--- config.mk ---
export PLATFORM = sky130hd
export DESIGN_NAME = ascon_perm_iter
export DESIGN_NICKNAME = d
export VERILOG_FILES = /design/src/rtl/ascon_pack.sv /design/src/rtl/ascon_pc.sv /design/src/rtl/ascon_pl.sv /design/src/rtl/ascon_ps.sv /design/src/rtl/ascon_perm_iter.sv
export SDC_FILE = /design/constraint.sdc
export NUM_CORES = 2
export LEC_CHECK = 0
export BUFFER_PORTS_ARGS = -buffer_cell sky130_fd_sc_hd__buf_4
export CORE_MARGIN = 5
export CORE_UTILIZATION = 30
export CTS_CLUSTER_DIAMETER = 100
export DETAILED_ROUTE_END_ITERATION = 16
export GPL_TIMING_DRIVEN = 0
export PLACE_DENSITY = 0.59
export SLEW_MARGIN = 40
export SYNTH_ARGS = -nofsm -noshare
export SYNTH_HDL_FRONTEND = slang
export SYNTH_SLANG_ARGS = --single-unit
--- constraint.sdc ---
create_clock -name clock_i -period 3.8 [get_ports clock_i]
set_clock_uncertainty 0.05 [all_clocks]
set_input_delay 1.14 -clock clock_i [delete_from_list [all_inputs] [get_ports clock_i]]
set_output_delay 1.14 -clock clock_i [all_outputs]
set_load 0.1 [all_outputs]
--- src/rtl/ascon_pack.sv ---
// Shared types and constants for the iterative ASCON permutation.
//   type_state : 5 x 64-bit lanes, lane 0 is x0
//   fsm_e      : control FSM states
//   RoundConst : round-constant table, index 0 is the first round of p^12
//   ror64      : 64-bit right rotation
package ascon_pack;

  localparam int unsigned NumRounds = 12;

  typedef logic [4:0][63:0] type_state;

  typedef enum logic [1:0] {
    StIdle,
    StRun,
    StDone
  } fsm_e;

  localparam logic [7:0] RoundConst [NumRounds] = '{
    8'hF0, 8'hE1, 8'hD2, 8'hC3, 8'hB4, 8'hA5,
    8'h96, 8'h87, 8'h78, 8'h69, 8'h5A, 8'h4B
  };

  function automatic logic [63:0] ror64(input logic [63:0] x, input int unsigned n);
    return (x >> n) | (x << (64 - n));
  endfunction

endpackage

--- src/rtl/ascon_pc.sv ---
// ASCON constant addition: XORs the round constant selected by idx into the low byte of x2.
//   state_i : state entering the round
//   idx_i   : round-constant index (0..11)
//   state_o : state with constant added
module ascon_pc
  import ascon_pack::*;
(
  input  type_state  state_i,
  input  logic [3:0] idx_i,
  output type_state  state_o
);

  logic [7:0] rc;

  always_comb begin
    rc = 8'h00;
    // idx never leaves 0..11 in use; out-of-table values add nothing
    if (idx_i < 4'(NumRounds)) begin
      rc = RoundConst[idx_i];
    end
    state_o          = state_i;
    state_o[2][7:0]  = state_i[2][7:0] ^ rc;
  end

endmodule

--- src/rtl/ascon_pl.sv ---
// ASCON linear diffusion layer: each lane XORed with two right-rotations of itself.
//   state_i : substituted state
//   state_o : diffused state (end of round)
module ascon_pl
  import ascon_pack::*;
(
  input  type_state state_i,
  output type_state state_o
);

  assign state_o[0] = state_i[0] ^ ror64(state_i[0], 19) ^ ror64(state_i[0], 28);
  assign state_o[1] = state_i[1] ^ ror64(state_i[1], 61) ^ ror64(state_i[1], 39);
  assign state_o[2] = state_i[2] ^ ror64(state_i[2], 1)  ^ ror64(state_i[2], 6);
  assign state_o[3] = state_i[3] ^ ror64(state_i[3], 10) ^ ror64(state_i[3], 17);
  assign state_o[4] = state_i[4] ^ ror64(state_i[4], 7)  ^ ror64(state_i[4], 41);

endmodule

--- src/rtl/ascon_ps.sv ---
// ASCON substitution layer: the 5-bit S-box applied to all 64 columns {x0,x1,x2,x3,x4}
// (x0 is the column MSB), written in bitsliced form.
//   state_i : constant-added state
//   state_o : substituted state
module ascon_ps
  import ascon_pack::*;
(
  input  type_state state_i,
  output type_state state_o
);

  logic [63:0] x0, x1, x2, x3, x4;
  logic [63:0] t0, t1, t2, t3, t4;
  logic [63:0] y0, y1, y2, y3, y4;

  // Input mixing
  assign x0 = state_i[0] ^ state_i[4];
  assign x1 = state_i[1];
  assign x2 = state_i[2] ^ state_i[1];
  assign x3 = state_i[3];
  assign x4 = state_i[4] ^ state_i[3];

  // Chi-like nonlinear core
  assign t0 = ~x0 & x1;
  assign t1 = ~x1 & x2;
  assign t2 = ~x2 & x3;
  assign t3 = ~x3 & x4;
  assign t4 = ~x4 & x0;

  assign y0 = x0 ^ t1;
  assign y1 = x1 ^ t2;
  assign y2 = x2 ^ t3;
  assign y3 = x3 ^ t4;
  assign y4 = x4 ^ t0;

  // Output mixing
  assign state_o[0] = y0 ^ y4;
  assign state_o[1] = y1 ^ y0;
  assign state_o[2] = ~y2;
  assign state_o[3] = y3 ^ y2;
  assign state_o[4] = y4;

endmodule

--- src/rtl/ascon_perm_iter.sv ---
// Iterative ASCON permutation: one full round (pc -> ps -> pl) per clock on a 320-bit
// state register. A start in IDLE loads state_i and runs min(rounds_i, 12) rounds using
// the last rounds of the constant table, then pulses done_o for one cycle.
//   clock_i  : clock, rising edge
//   resetb_i : asynchronous reset, active low
//   start_i  : request, honoured only in IDLE
//   rounds_i : round count (values above 12 behave as 12), sampled with start_i
//   state_i  : input state, sampled with start_i
//   state_o  : state register (valid when done_o is high)
//   busy_o   : high while rounds are being applied
//   done_o   : one-cycle completion pulse
module ascon_perm_iter
  import ascon_pack::*;
#(
  parameter int unsigned MAX_ROUNDS = 12
) (
  input  logic       clock_i,
  input  logic       resetb_i,
  input  logic       start_i,
  input  logic [3:0] rounds_i,
  input  type_state  state_i,
  output type_state  state_o,
  output logic       busy_o,
  output logic       done_o
);

  fsm_e       fsm_q, fsm_d;
  type_state  state_q, state_d;
  logic [3:0] idx_q, idx_d;
  logic [3:0] remaining_q, remaining_d;

  logic [3:0] rounds_clamped;
  type_state  pc_out, ps_out, pl_out;

  assign rounds_clamped = (rounds_i > 4'(MAX_ROUNDS)) ? 4'(MAX_ROUNDS) : rounds_i;

  ascon_pc u_pc (
    .state_i (state_q),
    .idx_i   (idx_q),
    .state_o (pc_out)
  );

  ascon_ps u_ps (
    .state_i (pc_out),
    .state_o (ps_out)
  );

  ascon_pl u_pl (
    .state_i (ps_out),
    .state_o (pl_out)
  );

  always_comb begin
    fsm_d       = fsm_q;
    state_d     = state_q;
    idx_d       = idx_q;
    remaining_d = remaining_q;
    unique case (fsm_q)
      StIdle: begin
        if (start_i) begin
          state_d     = state_i;
          // An n-round call uses the final n constants of the table
          idx_d       = 4'(MAX_ROUNDS) - rounds_clamped;
          remaining_d = rounds_clamped;
          fsm_d       = (rounds_clamped != 4'd0) ? StRun : StDone;
        end
      end
      StRun: begin
        state_d     = pl_out;
        idx_d       = idx_q + 4'd1;
        remaining_d = remaining_q - 4'd1;
        if (remaining_q == 4'd1) begin
          fsm_d = StDone;
        end
      end
      StDone: begin
        fsm_d = StIdle;
      end
      default: begin
        fsm_d = StIdle;
      end
    endcase
  end

  always_ff @(posedge clock_i or negedge resetb_i) begin
    if (!resetb_i) begin
      fsm_q       <= StIdle;
      state_q     <= '0;
      idx_q       <= 4'd0;
      remaining_q <= 4'd0;
    end else begin
      fsm_q       <= fsm_d;
      state_q     <= state_d;
      idx_q       <= idx_d;
      remaining_q <= remaining_d;
    end
  end

  assign state_o = state_q;
  assign busy_o  = (fsm_q == StRun);
  assign done_o  = (fsm_q == StDone);

endmodule

==> implementation parameters <==
Parameter                              Value

Critical path
  Number of buffers and inverters on the critical path ... 5
  Most repeated library cell on the critical path ... sky130_fd_sc_hd__buf_4
  Series of cell instances along the critical path ... buf_4 > inv_1 > nand2_2 > inv_8 > buf_16 > buf_4
  Largest delay contributor family on the critical path ... buffers and inverters
  Required time of the critical path ... around 2600 ps
  Critical path peak fanout ... 15
  Critical Setup Path Class ... reg2out
  Crit path capture type ... output port
  Maximum single-stage delay on the critical path ... 360 ps
  Critical path launch point type ... flop
  Arrival time of data at the critical path endpoint ... ~2600 ps
  Slowest-stage cell, CP ... sky130_fd_sc_hd__dfrtp_1

Global route
  Initial antenna violation count ... 10
  Via count of the first global-routing pass ... around 29,000
  Tot GR Track Use ... 34.3%
  GR Util met1 ... a little over two fifths
  Residual overflow from global routing ... 0
  Global route hottest layer ... met2
  Pin count of the biggest net entering global routing ... 64
  Global-route track usage on met2 ... a little over half
  Met3 track demand over resource ... 8.73%
  Wire length of the first global-routing pass ... 253,000 um

Route
  Number of search-and-repair iterations in the first detailed-routing pass ... 9
  Count of nets left with antenna violations after detail routing ... 0
  Residual DRC ... 0
  Via count ... slightly above 30,000
  Drt via density ... between 5 and 6
  Initial DRC count ... 4,105
  Post-DR wirelength/cell ... ~37 um
  Wire length after detailed routing ... ~190,000 um

Worst hold path
  Hold WC Path Type ... in2async

Yosys
  Biggest area consumer among synthesized cells ... sky130_fd_sc_hd__dfrtp_1
  Post-Syn Nets ... 3,624
  Syn Inst Count ... approximately 3,200
  Synth Area in Compound Gates ... 17.8%
  Register bit count reported by yosys ... between 300 and 400
  Number of enable-type register cells in the synthesized netlist ... 0
  Mapped cell area ... around 30,000 um2
  Share of synthesized cell area in and, or, nand and nor gates ... approximately 4.8%
  Distinct cells, synth ... 52
  Per-instance average area after synthesis ... between 9 and 10 um2
  Top cells by area, synth ... sky130_fd_sc_hd__dfrtp_1 28%, sky130_fd_sc_hd__xnor2_1 24%, sky130_fd_sc_hd__ha_1 5.5%, sky130_fd_sc_hd__o22ai_1 4.6%, sky130_fd_sc_hd__xor2_1 4.3%
  Async SR Flop Fraction ... between 90% and 100%
  Most used DFF post-synth ... sky130_fd_sc_hd__dfrtp_1
  Synthesis Warnings ... 0
  Share of the synthesized netlist area taken by xor and xnor gates ... 36.8%
  Portion of the post-synthesis area used by sequential elements ... 27.5%
  Area share of the leading cell type in the synthesized netlist ... 27.5%
  Combinational family with the most area after synthesis ... XOR/XNOR gates
  Adder and majority cell fraction of the synthesized area ... roughly 7.5%
  Post-synthesis mux area share ... 0.337%

Layout
  Area added between synthesis and finish ... 32.4%
  Final net count ... between 4,000 and 5,000
  Final design utilization ... between 30 and 40%
  Fill cell count ... 10,077
  Most common cell after layout, fill and taps aside ... sky130_fd_sc_hd__xnor2_1
  Total non-filler cell area in the finished layout ... just under 40,000 um2
  Most frequent cells in the layout ... 654 x sky130_fd_sc_hd__xnor2_1, 652 x sky130_fd_sc_hd__buf_4, 330 x sky130_fd_sc_hd__dfrtp_1, 255 x sky130_fd_sc_hd__inv_1, 223 x sky130_fd_sc_hd__o22ai_1
  Multi-input combinational cell area ... 21,500 um2
  Sequential cell area ... about 8300 um2
  Layout cell share with drive strength beyond 1 ... around a quarter

STA
  Post-layout min period ... 3820 ps
  Final hold vios ... 0
  Max Slew Vio Count ... 0
  Achievable frequency ... ~260 MHz
  Slew headroom ... approximately a third
  Fin worst setup slack ... -24.4 ps
  Final count of negative-setup-slack endpoints ... 1
  Least-Margin Pin Slew ... around 1000 ps
  Final cycle utilization of the critical path ... 101%

Clock network
  Clk sinks ... 330
  CTS-repair resized insts ... 9
  Clock transition at path regs ... 60 ps
  Skew-Pair Late Insertion Delay ... 610 ps
  TritonCTS buffer count ... 46
  Clock tree from TritonCTS ... built
  H-tree lvl count ... 2
  Clock Tree Buf Depth ... 3
  Cell chosen for the clock root ... sky130_fd_sc_hd__clkbuf_16
  Number of setup buffers added after CTS ... 0
  Hold bufs inserted after CTS ... 0

Floorplanning
  # rows ... roughly 120
  Overall die height ... ~330 um
  Starting Density ... 30.1%
  Horiz. Die Dim ... roughly 330 um
  Number of top-level pins ... about 650
  Die outline area ... approximately 110,000 um2
  Floorplan Core Area ... around 100,000 um2

Place
  Dpl hpwl ... approximately 160,000 um
  Routability congestion estimate ... around 1.1
  Total of buffers placed on input and output ports ... roughly 650
  Post-detailed-placement cell area ... between 30,000 and 40,000 um2

Status
  Status ... finished, violations left
  Failing checks ... setup timing

Job
  Max cap viols ... 0
-- registers in the layout, indices dropped and copies added, names as in the netlist --
name / flops
idx_q: 4
fsm_q: 2
remaining_q: 4
state_o: 320
-- routing by layer --
| metal | part of all wire (%) | routed length, um | vias to the layer above |
|---|---|---|---|
| li1 | - | - | 12424 |
| met1 | 38 | 73600 | 15250 |
| met2 | 44 | 84200 | 2062 |
| met3 | 10 | 20200 | 478 |
| met4 | 7.4 | 14300 | 4 |
| met5 | 0.017 | 33 | - |
-- path summary, 6_finish.rpt --
path / start / endpoint / slack [ps] / cells past startpoint
hold reg to reg: remaining_q[3] / remaining_q[3] / 490 / 1
max in group asynchronous: resetb_i / state_o[160] / 1880 / 5
min in group clock_i: remaining_q[3] / remaining_q[3] / 490 / 1
setup / recovery: fsm_q[1] / busy_o / -20 / 6
hold / removal: resetb_i / state_o[182] / 300 / 1
setup reg to reg: idx_q[2] / state_o[248] / 580 / 9
-- worst reg2reg max path, stage by stage, from the launching register on --
cell and delay (ps):
sky130_fd_sc_hd__dfrtp_1 410, sky130_fd_sc_hd__buf_6 170, sky130_fd_sc_hd__and2b_1 190, sky130_fd_sc_hd__xnor2_2 350
sky130_fd_sc_hd__ha_1 350, sky130_fd_sc_hd__xnor2_2 510, sky130_fd_sc_hd__xnor2_1 390, sky130_fd_sc_hd__xnor2_1 350
sky130_fd_sc_hd__xnor2_1 200, sky130_fd_sc_hd__o21ai_0 110
-- metrics by stage --
step / std cells / worst slack (ps) / setup TNS [ps] / hold WS (ps)
finish: 5215 / -24.4 / -24.4 / 304
global route: 5207 / -30.8 / -30.8 / 313
CTS: 5204 / 4.23 / 0 / 296
detailed placement: 5122 / -849 / -1290 / 467
floorplan: 3165 / 221 / 0 / 433
global placement: 5111 / -2210 / -727990 / 454
-- cell usage after synthesis, types with 2 or more instances --
library cell and n:
sky130_fd_sc_hd__inv_1 255, sky130_fd_sc_hd__dfrtp_1 330, sky130_fd_sc_hd__buf_2 6, sky130_fd_sc_hd__maj3_1 60
sky130_fd_sc_hd__a21boi_2 2, sky130_fd_sc_hd__ha_1 132, sky130_fd_sc_hd__a222oi_1 62, sky130_fd_sc_hd__nand3_1 3
sky130_fd_sc_hd__nand2_1 130, sky130_fd_sc_hd__nor2_1 153, sky130_fd_sc_hd__nor3_1 61, sky130_fd_sc_hd__inv_2 2
sky130_fd_sc_hd__buf_4 2, sky130_fd_sc_hd__buf_6 2, sky130_fd_sc_hd__o21ai_0 147, sky130_fd_sc_hd__a31oi_1 2
sky130_fd_sc_hd__a2bb2oi_1 5, sky130_fd_sc_hd__xor3_1 13, sky130_fd_sc_hd__a221oi_2 19, sky130_fd_sc_hd__o22a_1 102
sky130_fd_sc_hd__a221oi_1 40, sky130_fd_sc_hd__mux2i_1 5, sky130_fd_sc_hd__a22oi_1 30, sky130_fd_sc_hd__xnor2_4 2
sky130_fd_sc_hd__xnor2_2 51, sky130_fd_sc_hd__o22ai_1 223, sky130_fd_sc_hd__xor2_2 14, sky130_fd_sc_hd__xnor3_1 54
sky130_fd_sc_hd__a21oi_2 2, sky130_fd_sc_hd__clkbuf_1 140, sky130_fd_sc_hd__o221ai_1 6, sky130_fd_sc_hd__xnor2_1 811
sky130_fd_sc_hd__o21ai_1 2, sky130_fd_sc_hd__buf_1 10, sky130_fd_sc_hd__xor2_1 149, sky130_fd_sc_hd__a21oi_1 122
-- kinds of logic (layout without fill, tap and decap cells) --
| logic type | Yosys count | after routing |
|---|---|---|
| adder cells (fa/ha/maj) | 192 | 192 |
| AO/OA/AOI/OAI | 771 | 771 |
| AND/OR/NAND/NOR | 353 | 353 |
| multiplexers | 8 | 8 |
| flip-flops | 330 | 330 |
| XOR/XNOR | 1094 | 1094 |
| other | 0 | 9 |
| buffers and inverters | 417 | 1160 |
-- final cells by class --
class | count | share of cell area, %
clock inverter | 13 | 0.353
sequential | 330 | 20.8
buffer | 156 | 1.64
antenna | 9 | 0.0567
clock buffer | 73 | 3.66
tap | 1298 | 4.09
multi-input combinational | 2418 | 54.0
inverter | 257 | 2.45
timing repair buffer | 661 | 13.0
Power is left out: the tool's default activity adds up to more than one toggle a clock period on the data nets, which glitch-free logic cannot reach.
